**config.mk**
```make
export PLATFORM = sky130hd
export DESIGN_NAME = axis_blend_window_ctl_flat
export DESIGN_NICKNAME = d
export VERILOG_FILES = /design/src/rtl/axis_blend_window_ctl_pkg.sv /design/src/rtl/axis_blend_window_ctl_if.sv /design/src/rtl/axis_blend_window_ctl_skid_buf.sv /design/src/rtl/axis_blend_window_ctl.sv /design/src/flat_wrapper.sv
export SDC_FILE = /design/constraint.sdc
export NUM_CORES = 1
export LEC_CHECK = 0
export ABC_CLOCK_PERIOD_IN_PS = 4080
export CAP_MARGIN = 20
export CORE_MARGIN = 5
export CORE_UTILIZATION = 45
export DETAILED_ROUTE_END_ITERATION = 10
export GPL_ROUTABILITY_DRIVEN = 1
export PLACE_DENSITY_LB_ADDON = 0.05
export SYNTH_ARGS = -nofsm -noshare
export SYNTH_HDL_FRONTEND = slang
export SYNTH_SLANG_ARGS = --single-unit
export TNS_END_PERCENT = 100
```
**constraint.sdc**
```tcl
create_clock -name clk -period 4.08 [get_ports clk]
set_input_delay 0.612 -clock clk [delete_from_list [all_inputs] [get_ports clk]]
set_output_delay 0.612 -clock clk [all_outputs]
set_load 0.02 [all_outputs]
```
**src/rtl/axis_blend_window_ctl_pkg.sv**
```systemverilog
// Shared definitions for the blend window controller and the downstream blender:
// frame FSM encoding and the meaning of each tuser bit on the s0 path.
package axis_blend_window_ctl_pkg;

    typedef enum logic {
        WAIT_SOF = 1'b0,
        IN_FRAME = 1'b1
    } state_t;

    localparam int TUSER_SOF  = 0;
    localparam int TUSER_NEED = 1;
    localparam int TUSER_W    = 2;

endpackage

```
**src/rtl/axis_blend_window_ctl_if.sv**
```systemverilog
// AXI4-Stream bundle used on both sides of the window controller.
interface axis_blend_window_ctl_if #(
    parameter int DATA_W = 8,
    parameter int USER_W = 1
) ();
    logic              tvalid;
    logic              tready;
    logic [DATA_W-1:0] tdata;
    logic [USER_W-1:0] tuser;
    logic              tlast;

    modport master (output tvalid, tdata, tuser, tlast, input tready);
    modport slave  (input tvalid, tdata, tuser, tlast, output tready);
endinterface

```
**src/rtl/axis_blend_window_ctl_skid_buf.sv**
```systemverilog
// Two-entry AXIS skid buffer: registered ready, one-cycle latency, full throughput.
// Output payload is held stable while valid is not yet taken.
module axis_skid_buf #(
    parameter int DATA_W = 8,
    parameter int USER_W = 1
) (
    input  logic              clk,
    input  logic              resetn,
    input  logic              in_valid,
    output logic              in_ready,
    input  logic [DATA_W-1:0] in_data,
    input  logic [USER_W-1:0] in_user,
    input  logic              in_last,
    output logic              out_valid,
    input  logic              out_ready,
    output logic [DATA_W-1:0] out_data,
    output logic [USER_W-1:0] out_user,
    output logic              out_last
);
    localparam int W = DATA_W + USER_W + 1;

    logic [W-1:0] in_payload;
    logic [W-1:0] out_reg;
    logic [W-1:0] skid_reg;
    logic         out_valid_reg;
    logic         skid_valid_reg;
    logic         in_ready_reg;

    assign in_payload = {in_last, in_user, in_data};

    always_ff @(posedge clk or negedge resetn) begin
        if (!resetn) begin
            out_reg        <= '0;
            skid_reg       <= '0;
            out_valid_reg  <= 1'b0;
            skid_valid_reg <= 1'b0;
            in_ready_reg   <= 1'b0;
        end else if (!skid_valid_reg) begin
            in_ready_reg <= 1'b1;
            if (in_valid && in_ready_reg) begin
                if (!out_valid_reg || out_ready) begin
                    out_reg       <= in_payload;
                    out_valid_reg <= 1'b1;
                end else begin
                    // Output is blocked: park the beat and close the input.
                    skid_reg       <= in_payload;
                    skid_valid_reg <= 1'b1;
                    in_ready_reg   <= 1'b0;
                end
            end else if (out_ready) begin
                out_valid_reg <= 1'b0;
            end
        end else if (out_ready) begin
            out_reg        <= skid_reg;
            skid_valid_reg <= 1'b0;
            in_ready_reg   <= 1'b1;
        end
    end

    assign in_ready                         = in_ready_reg;
    assign out_valid                        = out_valid_reg;
    assign {out_last, out_user, out_data}   = out_reg;

endmodule

```
**src/rtl/axis_blend_window_ctl.sv**
```systemverilog
// s0-path controller for axis_blender: tracks row/col per beat, latches window geometry
// at SOF, tags each beat with the inside-window bit and gates the blender's s1 pull.
module axis_blend_window_ctl
    import axis_blend_window_ctl_pkg::*;
#(
    parameter int C_DATA_WIDTH = 8,
    parameter int C_IMG_BITS   = 12
) (
    input  logic                  clk,
    input  logic                  resetn,
    input  logic [C_IMG_BITS-1:0] img_width,
    input  logic [C_IMG_BITS-1:0] img_height,
    input  logic                  win_en,
    input  logic [C_IMG_BITS-1:0] win_left,
    input  logic [C_IMG_BITS-1:0] win_top,
    input  logic [C_IMG_BITS-1:0] win_width,
    input  logic [C_IMG_BITS-1:0] win_height,
    axis_blend_window_ctl_if.slave  s_axis,
    axis_blend_window_ctl_if.master m_axis,
    output logic                  s1_enable,
    output logic                  frame_done,
    output logic                  err_sof,
    output logic                  err_line
);
    localparam logic [C_IMG_BITS-1:0] ONE = {{(C_IMG_BITS-1){1'b0}}, 1'b1};

    state_t                state_reg, state_next;
    logic [C_IMG_BITS-1:0] row_reg, row_next;
    logic [C_IMG_BITS-1:0] col_reg, col_next;
    logic [C_IMG_BITS-1:0] img_w_reg, img_h_reg;
    logic [C_IMG_BITS-1:0] left_reg, top_reg, width_reg, height_reg;
    logic                  win_en_reg;
    logic                  s1_hold_reg;

    logic                  buf_ready, in_fire, is_sof, fwd;
    logic                  need, beat_s1, last_col, last_row, eof;
    logic [TUSER_W-1:0]    beat_user;
    logic                  eff_win_en;
    logic [C_IMG_BITS-1:0] eff_img_w, eff_img_h, eff_left, eff_top, eff_width, eff_height;
    logic [C_IMG_BITS-1:0] eff_row, eff_col;

    logic [C_IMG_BITS-1:0] span_pos   [2];
    logic [C_IMG_BITS-1:0] span_start [2];
    logic [C_IMG_BITS-1:0] span_len   [2];
    logic [1:0]            in_span;

    logic                    out_valid, out_last, out_s1, out_eof;
    logic [TUSER_W-1:0]      out_user;
    logic [C_DATA_WIDTH-1:0] out_pixel;
    logic [C_DATA_WIDTH+1:0] out_data;

    assign in_fire = s_axis.tvalid && buf_ready;
    assign is_sof  = s_axis.tuser[TUSER_SOF];
    assign fwd     = in_fire && (state_reg == IN_FRAME || is_sof);

    // A SOF beat is classified with the config it is latching, at position 0,0.
    assign eff_win_en = is_sof ? win_en     : win_en_reg;
    assign eff_img_w  = is_sof ? img_width  : img_w_reg;
    assign eff_img_h  = is_sof ? img_height : img_h_reg;
    assign eff_left   = is_sof ? win_left   : left_reg;
    assign eff_top    = is_sof ? win_top    : top_reg;
    assign eff_width  = is_sof ? win_width  : width_reg;
    assign eff_height = is_sof ? win_height : height_reg;
    assign eff_row    = is_sof ? '0 : row_reg;
    assign eff_col    = is_sof ? '0 : col_reg;

    assign span_pos[0]   = eff_col;
    assign span_start[0] = eff_left;
    assign span_len[0]   = eff_width;
    assign span_pos[1]   = eff_row;
    assign span_start[1] = eff_top;
    assign span_len[1]   = eff_height;

    // Window end is one bit wider so a window hanging off the image never wraps.
    for (genvar gi = 0; gi < 2; gi++) begin : g_span
        logic [C_IMG_BITS:0] span_stop;
        assign span_stop   = {1'b0, span_start[gi]} + {1'b0, span_len[gi]};
        assign in_span[gi] = (span_pos[gi] >= span_start[gi]) &&
                             ({1'b0, span_pos[gi]} < span_stop);
    end

    assign need     = eff_win_en && (&in_span);
    assign beat_s1  = eff_win_en && (eff_width != '0) && (eff_height != '0);
    assign last_col = (eff_col == eff_img_w - ONE);
    assign last_row = (eff_row == eff_img_h - ONE);
    assign eof      = s_axis.tlast && last_row;

    always_comb begin
        beat_user             = '0;
        beat_user[TUSER_SOF]  = is_sof;
        beat_user[TUSER_NEED] = need;
    end

    always_comb begin
        state_next = state_reg;
        row_next   = row_reg;
        col_next   = col_reg;
        if (fwd) begin
            if (s_axis.tlast) begin
                col_next = '0;
                row_next = eff_row + ONE;
            end else begin
                col_next = eff_col + ONE;
                row_next = eff_row;
            end
            state_next = eof ? WAIT_SOF : IN_FRAME;
        end
    end

    always_ff @(posedge clk or negedge resetn) begin
        if (!resetn) begin
            state_reg   <= WAIT_SOF;
            row_reg     <= '0;
            col_reg     <= '0;
            img_w_reg   <= '0;
            img_h_reg   <= '0;
            left_reg    <= '0;
            top_reg     <= '0;
            width_reg   <= '0;
            height_reg  <= '0;
            win_en_reg  <= 1'b0;
            s1_hold_reg <= 1'b0;
        end else begin
            state_reg <= state_next;
            row_reg   <= row_next;
            col_reg   <= col_next;
            if (in_fire && is_sof) begin
                img_w_reg  <= img_width;
                img_h_reg  <= img_height;
                left_reg   <= win_left;
                top_reg    <= win_top;
                width_reg  <= win_width;
                height_reg <= win_height;
                win_en_reg <= win_en;
            end
            if (out_valid && m_axis.tready && out_user[TUSER_SOF])
                s1_hold_reg <= out_s1;
        end
    end

    // s1 gate and end-of-frame marker ride alongside the pixel through the buffer.
    axis_skid_buf #(
        .DATA_W (C_DATA_WIDTH + 2),
        .USER_W (TUSER_W)
    ) u_skid (
        .clk       (clk),
        .resetn    (resetn),
        .in_valid  (s_axis.tvalid && (state_reg == IN_FRAME || is_sof)),
        .in_ready  (buf_ready),
        .in_data   ({beat_s1, eof, s_axis.tdata}),
        .in_user   (beat_user),
        .in_last   (s_axis.tlast),
        .out_valid (out_valid),
        .out_ready (m_axis.tready),
        .out_data  (out_data),
        .out_user  (out_user),
        .out_last  (out_last)
    );

    assign out_pixel = out_data[C_DATA_WIDTH-1:0];
    assign out_eof   = out_data[C_DATA_WIDTH];
    assign out_s1    = out_data[C_DATA_WIDTH+1];

    assign s_axis.tready = buf_ready;
    assign m_axis.tvalid = out_valid;
    assign m_axis.tdata  = out_pixel;
    assign m_axis.tuser  = out_user;
    assign m_axis.tlast  = out_last;

    assign s1_enable  = (out_valid && out_user[TUSER_SOF]) ? out_s1 : s1_hold_reg;
    assign frame_done = out_valid && m_axis.tready && out_eof;
    assign err_sof    = in_fire && (state_reg == IN_FRAME) && is_sof;
    assign err_line   = fwd && (s_axis.tlast != last_col);

endmodule

```
**src/flat_wrapper.sv**
```systemverilog
// flat-port wrapper written by rule: the top's interface ports become plain ports
module axis_blend_window_ctl_flat import axis_blend_window_ctl_pkg::*;
#(
    parameter int C_DATA_WIDTH = 8,
    parameter int C_IMG_BITS   = 12
)
  (clk, resetn, img_width, img_height, win_en, win_left, win_top, win_width, win_height, s1_enable, frame_done, err_sof, err_line, s_axis_tvalid, s_axis_tdata, s_axis_tuser, s_axis_tlast, s_axis_tready, m_axis_tvalid, m_axis_tdata, m_axis_tuser, m_axis_tlast, m_axis_tready);
  axis_blend_window_ctl_if #(.DATA_W(8), .USER_W(1)) s_axis_i ();
  axis_blend_window_ctl_if #(.DATA_W(8), .USER_W(TUSER_W)) m_axis_i ();
  input  logic clk;
  input  logic resetn;
  input  logic [C_IMG_BITS-1:0] img_width;
  input  logic [C_IMG_BITS-1:0] img_height;
  input  logic win_en;
  input  logic [C_IMG_BITS-1:0] win_left;
  input  logic [C_IMG_BITS-1:0] win_top;
  input  logic [C_IMG_BITS-1:0] win_width;
  input  logic [C_IMG_BITS-1:0] win_height;
  output logic s1_enable;
  output logic frame_done;
  output logic err_sof;
  output logic err_line;
  input wire logic [$bits(s_axis_i.tvalid)-1:0] s_axis_tvalid;
  input wire logic [$bits(s_axis_i.tdata)-1:0] s_axis_tdata;
  input wire logic [$bits(s_axis_i.tuser)-1:0] s_axis_tuser;
  input wire logic [$bits(s_axis_i.tlast)-1:0] s_axis_tlast;
  output wire logic [$bits(s_axis_i.tready)-1:0] s_axis_tready;
  output wire logic [$bits(m_axis_i.tvalid)-1:0] m_axis_tvalid;
  output wire logic [$bits(m_axis_i.tdata)-1:0] m_axis_tdata;
  output wire logic [$bits(m_axis_i.tuser)-1:0] m_axis_tuser;
  output wire logic [$bits(m_axis_i.tlast)-1:0] m_axis_tlast;
  input wire logic [$bits(m_axis_i.tready)-1:0] m_axis_tready;
  assign s_axis_i.tvalid = s_axis_tvalid;
  assign s_axis_i.tdata = s_axis_tdata;
  assign s_axis_i.tuser = s_axis_tuser;
  assign s_axis_i.tlast = s_axis_tlast;
  assign s_axis_tready = s_axis_i.tready;
  assign m_axis_tvalid = m_axis_i.tvalid;
  assign m_axis_tdata = m_axis_i.tdata;
  assign m_axis_tuser = m_axis_i.tuser;
  assign m_axis_tlast = m_axis_i.tlast;
  assign m_axis_i.tready = m_axis_tready;
  axis_blend_window_ctl #(.C_DATA_WIDTH(C_DATA_WIDTH), .C_IMG_BITS(C_IMG_BITS)) u_core (.clk(clk), .resetn(resetn), .img_width(img_width), .img_height(img_height), .win_en(win_en), .win_left(win_left), .win_top(win_top), .win_width(win_width), .win_height(win_height), .s_axis(s_axis_i), .m_axis(m_axis_i), .s1_enable(s1_enable), .frame_done(frame_done), .err_sof(err_sof), .err_line(err_line));
endmodule
```
==> impl_metrics.json, run 1 <==
{
  "h-tree-depth": 4,
  "p_int_w": 0.003381,
  "grt-ovfl-total": 0,
  "synth_fp_nets": 1245,
  "rows": 52,
  "avgSynthCellArea_um2": 8.595,
  "fin_cells": 1545,
  "status": "finished, final reports clean",
  "ant_nets": 0,
  "synth-adder-area-share_pct": 10.39,
  "port_buffers": 103,
  "dp_hpwl_um": 17800,
  "path_max_fanout": 10,
  "p_comb_share_pct": 37.1,
  "ys_seq_area_share_pct": 34.44,
  "start_util_pct": 45.81,
  "synth_edf_count": 0,
  "finClkSkew_ns": 0.007947,
  "cts-root-buf": "clkbuf_16",
  "synth-simple-area-share_pct": 22.25,
  "swShare_pct": 34.88,
  "critPathLaunchType": "input port",
  "clk_path_buf_depth": 2,
  "crit_end": "u_core.u_skid.out_reg[11]$_DFFE_PN0P_",
  "yosys.area_share.xor_xnor_pct": 5.933,
  "clk_pin_slew_ns": 0.06,
  "grt_pass1_vias": 8008,
  "power.switching_w": 0.001811,
  "critPathLaunch": "s_axis_tuser",
  "diodes": 0,
  "wl_per_cell_um": 15.49,
  "ios": 104,
  "vias": 8022,
  "die_x_um": 153.8,
  "setup_viol": 0,
  "drv_cap": 0,
  "r2r_slack_ns": 0.19,
  "power_density_nw_per_um2": 429.0,
  "synth_common_cells": "nand2_1 (283), dfrtp_1 (128), ha_1 (74)",
  "dp_cells": 1506,
  "r2r_cells": 15,
  "power.leakage_nw": 5.914,
  "min-delay-path-class": "in2async",
  "r2r_end": "u_core.u_skid.out_reg[11]$_DFFE_PN0P_",
  "grt_first_pass_wirelength_um": 39830,
  "ys_seq_elements": 128,
  "fin_crit_ns": 3.923,
  "max_freq_mhz": 254.9,
  "maxSlewHeadroom_pct": 36.60,
  "dr.pass1.iters": 6,
  "layout-drive-gt1-share_pct": 16.86,
  "criticalPathCategory": "in2reg",
  "worstPathRequired_ns": 4.39,
  "cts_sinks": 128,
  "synth_top_family_by_area": "simple AND/OR/NAND/NOR gates",
  "dieArea_um2": 23640,
  "arrival_ns": 4.23,
  "grt_use_total_pct": 20.42,
  "drt-initial-drc-count": 370,
  "synth_top_area_cell": "dfrtp_1",
  "die_y_um": 153.8,
  "synth_top_area_share_pct": 34.44,
  "pwr-share-clk_pct": 29.8,
  "via_per_inst": 5.192,
  "cts_tree": "yes",
  "hold_violations": 0,
  "synthTopCellsByArea": "dfrtp_1 (34%), nand2_1 (11%), ha_1 (10%), mux2i_1 (5.9%), mux2_2 (4.4%)",
  "vdd_ir_drop_max_v": 0.0002693,
  "drc": 0,
  "nets": 1425,
  "holdWs_ns": 0.2139,
  "insertion_delay_ns": 0.42,
  "tightest_slew_ns": 0.9511,
  "endpoint_kind": "register",
  "synth_compound_area_share_pct": 11.57,
  "ys_async_sr_fraction_pct": 100.0,
  "rr_startpoint": "u_core.left_reg[0]$_DFFE_PN0P_",
  "syn-instance-count": 1082,
  "routed_wl_um": 23930,
  "power_w": 0.005191,
  "synth.most_common_cell": "nand2_1",
  "synth_flop_cell": "dfrtp_1",
  "gp_congestion": 0.8623,
  "syn2layout_area_growth_pct": 30.12,
  "synth_cell_types": 63,
  "muxShareOfSynthArea_pct": 11.25,
  "ctsHoldBuffers": 0,
  "report.final.slew_viol_count": 0,
  "core_area_um2": 20300,
  "period_share_pct": 96.15,
  "power_frac_seq_pct": 33.1,
  "synth_area_um2": 9300,
  "cts_made_buffers": 17,
  "synth_warnings": 0,
  "grt_max_degree": 85,
  "antenna_found_initial": 0
}
-- power groups by stage --
| stage | clock [W] | combinational [W] | sequential [W] |
|---|---|---|---|
| floorplan | 0 | 0.00124 | 0.00169 |
| global placement | 0 | 0.00185 | 0.00173 |
| detailed placement | 0 | 0.00187 | 0.00174 |
| CTS | 0.00158 | 0.00191 | 0.00172 |
| global route | 0.00164 | 0.00215 | 0.00176 |
| finish | 0.00155 | 0.00192 | 0.00172 |
-- cells in the final DEF (no fill, tap or decap), drive strengths merged, types with 4 or more instances in the layout --
| cell type | count |
|---|---|
| o31ai | 7 |
| nor2 | 41 |
| a31oi | 7 |
| mux2 | 44 |
| buf | 112 |
| nand2b | 15 |
| clkdlybuf4s50 | 91 |
| mux2i | 55 |
| clkbuf | 17 |
| o311ai | 4 |
| o21ai | 54 |
| xnor2 | 35 |
| and3 | 9 |
| xor2 | 28 |
| nor2b | 28 |
| dlymetal6s2s | 6 |
| ha | 74 |
| nor3 | 13 |
| nand4 | 10 |
| or4 | 4 |
| nand2 | 283 |
| nor3b | 5 |
| inv | 50 |
| a211oi | 6 |
| a2111oi | 6 |
| o211ai | 7 |
| nand3 | 19 |
| a21o | 17 |
| dfrtp | 128 |
| o21a | 6 |
| nor4 | 17 |
| a21oi | 28 |
-- repair_timing --
| action | CTS | global route |
|---|---|---|
| setup buffers | 3 | 4 |
| endpoints found under the setup margin | 2 | 2 |
| pin swaps | 10 | 24 |
| gates resized for setup | 12 | 23 |
-- through the flow --
step | TNS [ns] | util (%) | cell area [um^2] | worst slack, ns
floorplan | -1.212 | - | 9454 | -0.6629
finish | 0 | 59.62 | 12100 | 0.1570
detailed placement | -1.049 | 55.89 | 11340 | -0.4885
CTS | 0 | 59.04 | 11990 | 0.02051
global placement | -0.8292 | 55.89 | 11340 | -0.4350
global route | -0.03659 | 59.62 | 12100 | -0.03659
-- routing by layer --
layer  track usage (%)  vias up  wire length (um)
met5                 0        -                 0
met4             5.172        0               384
met3             3.148       28               773
met2             32.02      141             10520
met1             29.67     3731             12260
li1                  -     4122                 -
-- worst min path at each step --
stage                                             endpoint                        startpoint  slack [ns]  cells past startpoint
after floorplan              u_core.col_reg[0]$_DFFE_PN0P_                            resetn        0.32                      0
after global placement    u_core.width_reg[11]$_DFFE_PN0P_  u_core.width_reg[11]$_DFFE_PN0P_        0.45                      2
after detailed placement   u_core.width_reg[7]$_DFFE_PN0P_   u_core.width_reg[7]$_DFFE_PN0P_        0.46                      2
after CTS                  u_core.img_w_reg[4]$_DFFE_PN0P_                            resetn        0.23                      1
after global routing       u_core.img_w_reg[8]$_DFFE_PN0P_                            resetn        0.28                      1
final                      u_core.img_w_reg[4]$_DFFE_PN0P_                            resetn        0.21                      1
-- worst max-delay path, stage by stage --
cell and delay, ns:
buf_8 0.15, mux2_4 0.34, ha_4 0.17, fa_2 0.34, a211o_1 0.35, a2111oi_4 0.35
o221ai_2 0.16, xnor2_1 0.15, ha_1 0.29, o211ai_1 0.09, nor3_1 0.08, o41a_1 0.10
or4_1 0.52, nand3_2 0.11, o211ai_1 0.13, o311ai_1 0.26
-- cells by family (layout without fill, tap and decap cells) --
| family | Yosys count | count (layout) |
|---|---|---|
| and+or+nand+nor | 459 | 459 |
| AOI/OAI and AO/OA | 166 | 166 |
| DFF | 128 | 128 |
| muxes | 99 | 99 |
| xor gates and xnor gates | 63 | 63 |
| adders and majority gates | 76 | 76 |
| buffers and inverters | 91 | 284 |
-- final cells by class --
cell class,count,area [um^2]
clock buffer,17,425.4
clock inverter,15,162.7
fill,1855,8198
inverter,39,146.4
multi-input combinational,863,5911
sequential,128,3203
tap,270,337.8
timing repair buffer,213,1916
Power figures use the tool's default switching activity.
==> run 2: changes to the inputs <==
CELL_PAD_IN_SITES_DETAIL_PLACEMENT = 1   (was default)
CELL_PAD_IN_SITES_GLOBAL_PLACEMENT = 1   (was default)
CORE_ASPECT_RATIO = 0.7   (was default)
CORE_UTILIZATION = 39   (was 45)
==> impl_metrics.json, run 2 (synthesized netlist as in run 1, its figures left out) <==
{
  "crit_family": "compound AO/OA/AOI/OAI gates",
  "grt-ovfl-total": 0,
  "diodes": 0,
  "h-tree-depth": 4,
  "max_freq_mhz": 247.6,
  "vdd_ir_drop_max_v": 0.0003290,
  "drv_cap": 0,
  "setup_viol": 0,
  "path_buf_inv": 1,
  "worstPathCellList": "buf_8 > mux2_4 > ha_4 > fa_2 > a211o_1 > a2111oi_4 > o221ai_2 > xnor2_1 > ha_1 > o211ai_1 > nor3_1 > o41a_1 > or4_4 > nand3_4 > o211ai_1 > o311ai_1",
  "grt_first_pass_wirelength_um": 48030,
  "endpoint_kind": "register",
  "grt_max_degree": 89,
  "layout-drive-gt1-share_pct": 18.68,
  "ios": 104,
  "maxSlewHeadroom_pct": 33.28,
  "fin_crit_ns": 4.039,
  "vias": 8401,
  "ant_nets": 0,
  "min-delay-path-class": "in2async",
  "drc": 0,
  "dieArea_um2": 27080,
  "layout_commonest_cell": "nand2_1",
  "die_x_um": 194.6,
  "rows": 47,
  "nets": 1451,
  "path_common_cell": "o211ai_1",
  "slowest_delay_ns": 0.43,
  "wl_per_cell_um": 17.90,
  "status": "finished, final reports clean",
  "dp_cells": 1583,
  "grt_pass1_vias": 8941,
  "drt-initial-drc-count": 375,
  "core_area_um2": 23580,
  "ctsHoldBuffers": 0,
  "routed_wl_um": 28980,
  "report.final.slew_viol_count": 0,
  "clk_pin_slew_ns": 0.06,
  "period_share_pct": 98.99,
  "rsz0062_at_grt": "yes",
  "num-fill-cells": 2738,
  "criticalPathCategory": "in2reg",
  "mostFrequentLayoutCells": "nand2_1 (283), buf_4 (132), dfrtp_1 (128)",
  "hold_violations": 0,
  "cts_made_buffers": 17,
  "grt_use_total_pct": 21.73,
  "finClkSkew_ns": 0.008436,
  "start_util_pct": 39.44,
  "cts-root-buf": "clkbuf_16",
  "gp_congestion": 0.8217,
  "cts_tree": "yes",
  "power_density_nw_per_um2": 426.1,
  "cts_sinks": 128,
  "syn2layout_area_growth_pct": 32.71,
  "die_y_um": 139.2,
  "clk_path_buf_depth": 2,
  "fin_cells": 1619,
  "antenna_found_initial": 0,
  "dp_hpwl_um": 21660,
  "slowest_stage": "or4_4",
  "insertion_delay_ns": 0.44,
  "dr.pass1.iters": 5,
  "path_max_fanout": 9,
  "setup_tns_ns": 0,
  "arrival_ns": 4.37,
  "port_buffers": 103,
  "tightest_slew_ns": 1.001,
  "power.leakage_nw": 6.029,
  "via_per_inst": 5.189,
  "worstPathRequired_ns": 4.41,
  "critPathLaunchType": "input port"
}
==> run 2: worst register-to-register path, cell delays in order (launching register included) <==
cell and delay, ns:
dfrtp_1 0.39, mux2_4 0.31, ha_4 0.18, fa_2 0.40
a211o_1 0.32, a2111oi_4 0.42, o221ai_2 0.20, xnor2_1 0.23
ha_1 0.27, o211ai_1 0.08, nor3_1 0.08, o41a_1 0.11
or4_4 0.43, nand3_4 0.08, o211ai_1 0.14, o311ai_1 0.30
==> run 2: final timing paths <==
check                                                 from                                    end  slack, ns  depth (start not counted)
max in group asynchronous                           resetn          u_core.top_reg[4]$_DFFE_PN0P_       3.13                          2
min                                                 resetn         u_core.left_reg[8]$_DFFE_PN0P_       0.21                          1
min reg2reg                u_core.width_reg[3]$_DFFE_PN0P_        u_core.width_reg[3]$_DFFE_PN0P_       0.47                          2
max reg2reg                u_core.width_reg[0]$_DFFE_PN0P_  u_core.u_skid.out_reg[11]$_DFFE_PN0P_       0.04                         15
max                                           s_axis_tuser  u_core.u_skid.out_reg[11]$_DFFE_PN0P_       0.04                         16
min in group clk                               win_left[0]         u_core.left_reg[0]$_DFFE_PN0P_       0.42                          3
==> run 2: final cells by class <==
cell class / instances / area (um^2) / area share, %
multi-input combinational: 863 / 5922 / 47.98
sequential: 128 / 3203 / 25.95
timing repair buffer: 239 / 2100 / 17.01
clock buffer: 19 / 442.9 / 3.589
tap: 318 / 397.9 / 3.224
inverter: 39 / 146.4 / 1.186
clock inverter: 13 / 130.1 / 1.054
==> run 2: where the power goes <==
part | switching, W | internal [W] | total [W]
Combinational | 0.00101 | 0.000990 | 0.00200
Clock | 0.000660 | 0.000867 | 0.00153
Sequential | 0.000204 | 0.00153 | 0.00173
Total | 0.00188 | 0.00338 | 0.00526
==> run 2: what timing repair did <==
item,in CTS,in global routing
pin swaps,0,33
setup endpoints to repair,3,3
resized for setup,6,27
setup buffers,0,4
==> run 2: routing by layer <==
metal | track usage [%] | vias to the layer above | part of all wire (%)
met5 | 0 | - | 0
met4 | 4.031 | 0 | 0.71
met3 | 3.764 | 15 | 3.1
met2 | 31.88 | 119 | 42
met1 | 33.69 | 4101 | 54
li1 | - | 4166 | -
==> run 2: per-stage QoR <==
stage / instance area [um^2] / hold WS (ns) / setup WS (ns) / total power, W / utilization [%]
after floorplan: 9454 / 0.3164 / -0.6629 / 0.002929 / -
after global routing: 12340 / 0.3042 / -0.1523 / 0.005613 / 52.34
final: 12340 / 0.2066 / 0.04111 / 0.005259 / 52.34
after detailed placement: 11610 / 0.4613 / -0.6147 / 0.003695 / 49.25
after CTS: 12210 / 0.2681 / -0.07528 / 0.005271 / 51.76
after global placement: 11610 / 0.4531 / -0.5193 / 0.003625 / 49.25
==> run 3: changes to the inputs <==
CORE_UTILIZATION = 35   (was 39)
==> impl_metrics.json, run 3 (synthesized netlist as in run 1, its figures left out) <==
{
  "core_area_um2": 25930,
  "ant_nets": 0,
  "cts_tree": "yes",
  "ctsHoldBuffers": 0,
  "h-tree-depth": 4,
  "r2r_end": "u_core.u_skid.out_reg[11]$_DFFE_PN0P_",
  "criticalPathCategory": "in2reg",
  "drc": 0,
  "power.switching_w": 0.001871,
  "min-delay-path-class": "in2async",
  "insertion_delay_ns": 0.45,
  "via_per_inst": 5.028,
  "dp_cells": 1616,
  "power.leakage_nw": 6.026,
  "p_int_w": 0.003446,
  "arrival_ns": 4.40,
  "crit_end": "u_core.u_skid.out_reg[11]$_DFFE_PN0P_",
  "status": "finished, final reports clean",
  "pwr-share-clk_pct": 29.4,
  "endpoint_kind": "register",
  "rows": 49,
  "critPathLaunchType": "input port",
  "grt_pass1_vias": 8685,
  "antenna_found_initial": 0,
  "r2r_slack_ns": 0.06,
  "clk_path_buf_depth": 2,
  "path_max_fanout": 8,
  "critPathLaunch": "s_axis_tuser",
  "hold_violations": 0,
  "report.final.slew_viol_count": 0,
  "post-route-util_pct": 47.82,
  "mostFrequentLayoutCells": "nand2_1 (283), dfrtp_1 (128), buf_4 (127)",
  "grt_max_degree": 85,
  "syn2layout_area_growth_pct": 33.35,
  "layout_commonest_cell": "nand2_1",
  "fin_cells": 1654,
  "setup_viol": 0,
  "vdd_ir_drop_max_v": 0.0003701,
  "worstPathRequired_ns": 4.41,
  "power_frac_seq_pct": 32.4,
  "dp_slack_ns": -0.6328,
  "p_comb_share_pct": 38.2,
  "die_x_um": 204.8,
  "diodes": 0,
  "layout-drive-gt1-share_pct": 18.50,
  "dieArea_um2": 29980,
  "fin_crit_ns": 4.068,
  "ios": 104,
  "rr_startpoint": "u_core.left_reg[0]$_DFFE_PN0P_",
  "port_buffers": 103,
  "drt-initial-drc-count": 323,
  "routed_wl_um": 29420,
  "maxSlewHeadroom_pct": 31.25,
  "r2r_cells": 16,
  "start_util_pct": 35.86,
  "tightest_slew_ns": 1.031,
  "grt-ovfl-total": 0,
  "cts-root-buf": "clkbuf_16",
  "holdWs_ns": 0.2117,
  "dr.pass1.iters": 4,
  "nets": 1448,
  "cts_made_buffers": 17,
  "vias": 8317,
  "gp_congestion": 0.8372,
  "clk_pin_slew_ns": 0.06,
  "fin_ws_ns": 0.01169,
  "place_area_um2": 11630,
  "max_freq_mhz": 245.8,
  "finClkSkew_ns": 0.01061,
  "swShare_pct": 35.19,
  "rsz0062_at_grt": "yes",
  "period_share_pct": 99.71,
  "die_y_um": 146.4,
  "power_density_nw_per_um2": 428.7,
  "wl_per_cell_um": 17.79,
  "cts_sinks": 128,
  "dp_hpwl_um": 22020,
  "grt_use_total_pct": 20.14,
  "grt_first_pass_wirelength_um": 47990,
  "drv_cap": 0,
  "stdcell_area_um2": 12400
}
run 3: changes by cell type in the layout (fill, tap and decap cells not counted), moves of 2 or more:
cell             before  now
buf_12                1    3
buf_4               132  127
clkdlybuf4s50_1      93   95
clkinv_2              1    5
clkinvlp_4            3    0
dlygate4sd2_1         0    4
dlymetal6s2s_1        7    2
inv_6                 4    2
mux2_2               34   32
mux2_4                5    7
xnor2_1              35   33
xnor2_2               0    2
run 3: what timing repair did:
item,CTS,global route
pin swaps,12,25
gates resized for setup,19,15
endpoints found under the setup margin,3,3
gates cloned,0,0
buffers inserted,3,3
run 3: layout make-up:
class / count / area, um^2
Clock buffer: 18 / 439.2
Fill cell: 3026 / 13530
Sequential cell: 128 / 3203
Inverter: 39 / 146.4
Timing Repair Buffer: 236 / 2081
Clock inverter: 13 / 137.6
Multi-Input combinational cell: 863 / 5948
Tap cell: 357 / 446.7
run 3: worst min-delay path by stage:
| stage | from | to | slack [ns] | cells past startpoint |
|---|---|---|---|---|
| 2_1_floorplan | resetn | u_core.col_reg[0]$_DFFE_PN0P_ | 0.32 | 0 |
| 3_3_place_gp | u_core.width_reg[11]$_DFFE_PN0P_ | u_core.width_reg[11]$_DFFE_PN0P_ | 0.45 | 2 |
| 3_5_place_dp | u_core.width_reg[7]$_DFFE_PN0P_ | u_core.width_reg[7]$_DFFE_PN0P_ | 0.46 | 2 |
| 4_1_cts | resetn | u_core.top_reg[3]$_DFFE_PN0P_ | 0.25 | 1 |
| 5_1_grt | resetn | u_core.width_reg[11]$_DFFE_PN0P_ | 0.29 | 1 |
| 6_report | resetn | u_core.width_reg[6]$_DFFE_PN0P_ | 0.21 | 1 |
run 3: critical path, cell delays in order:
cell and delay, ns:
buf_12 0.13, buf_12 0.12, mux2_4 0.32, ha_4 0.17, fa_2 0.36, a211o_1 0.35, buf_4 0.15, a21o_1 0.15
a21oi_2 0.13, xor2_1 0.17, ha_1 0.27, a211o_1 0.26, o211ai_1 0.08, a21oi_1 0.09, or4_4 0.50, nand3_4 0.09
o211ai_1 0.14, o311ai_1 0.29
run 3: layer usage:
layer | vias to the layer above | wire length, um | GRT usage (%)
met3 | 20 | 876 | 3.968
met2 | 99 | 12160 | 28.43
met5 | - | 0 | 0
met4 | 0 | 289 | 4.854
met1 | 4031 | 16090 | 31.33
li1 | 4167 | - | -
run 3: through the flow:
| step | setup TNS [ns] | power (W) |
|---|---|---|
| floorplan | -1.212 | 0.002929 |
| global placement | -1.228 | 0.003638 |
| detailed placement | -1.512 | 0.003700 |
| CTS | -0.08638 | 0.005334 |
| global route | -0.05651 | 0.005694 |
| finish | 0 | 0.005317 |
run 3: power groups by stage:
| stage | combinational, W | clock [W] | sequential [W] |
|---|---|---|---|
| 5_1_grt | 0.00226 | 0.00168 | 0.00176 |
| 4_1_cts | 0.00200 | 0.00161 | 0.00173 |
| 3_5_place_dp | 0.00195 | 0 | 0.00175 |
| 6_report | 0.00203 | 0.00156 | 0.00172 |
| 3_3_place_gp | 0.00190 | 0 | 0.00174 |
| 2_1_floorplan | 0.00124 | 0 | 0.00169 |
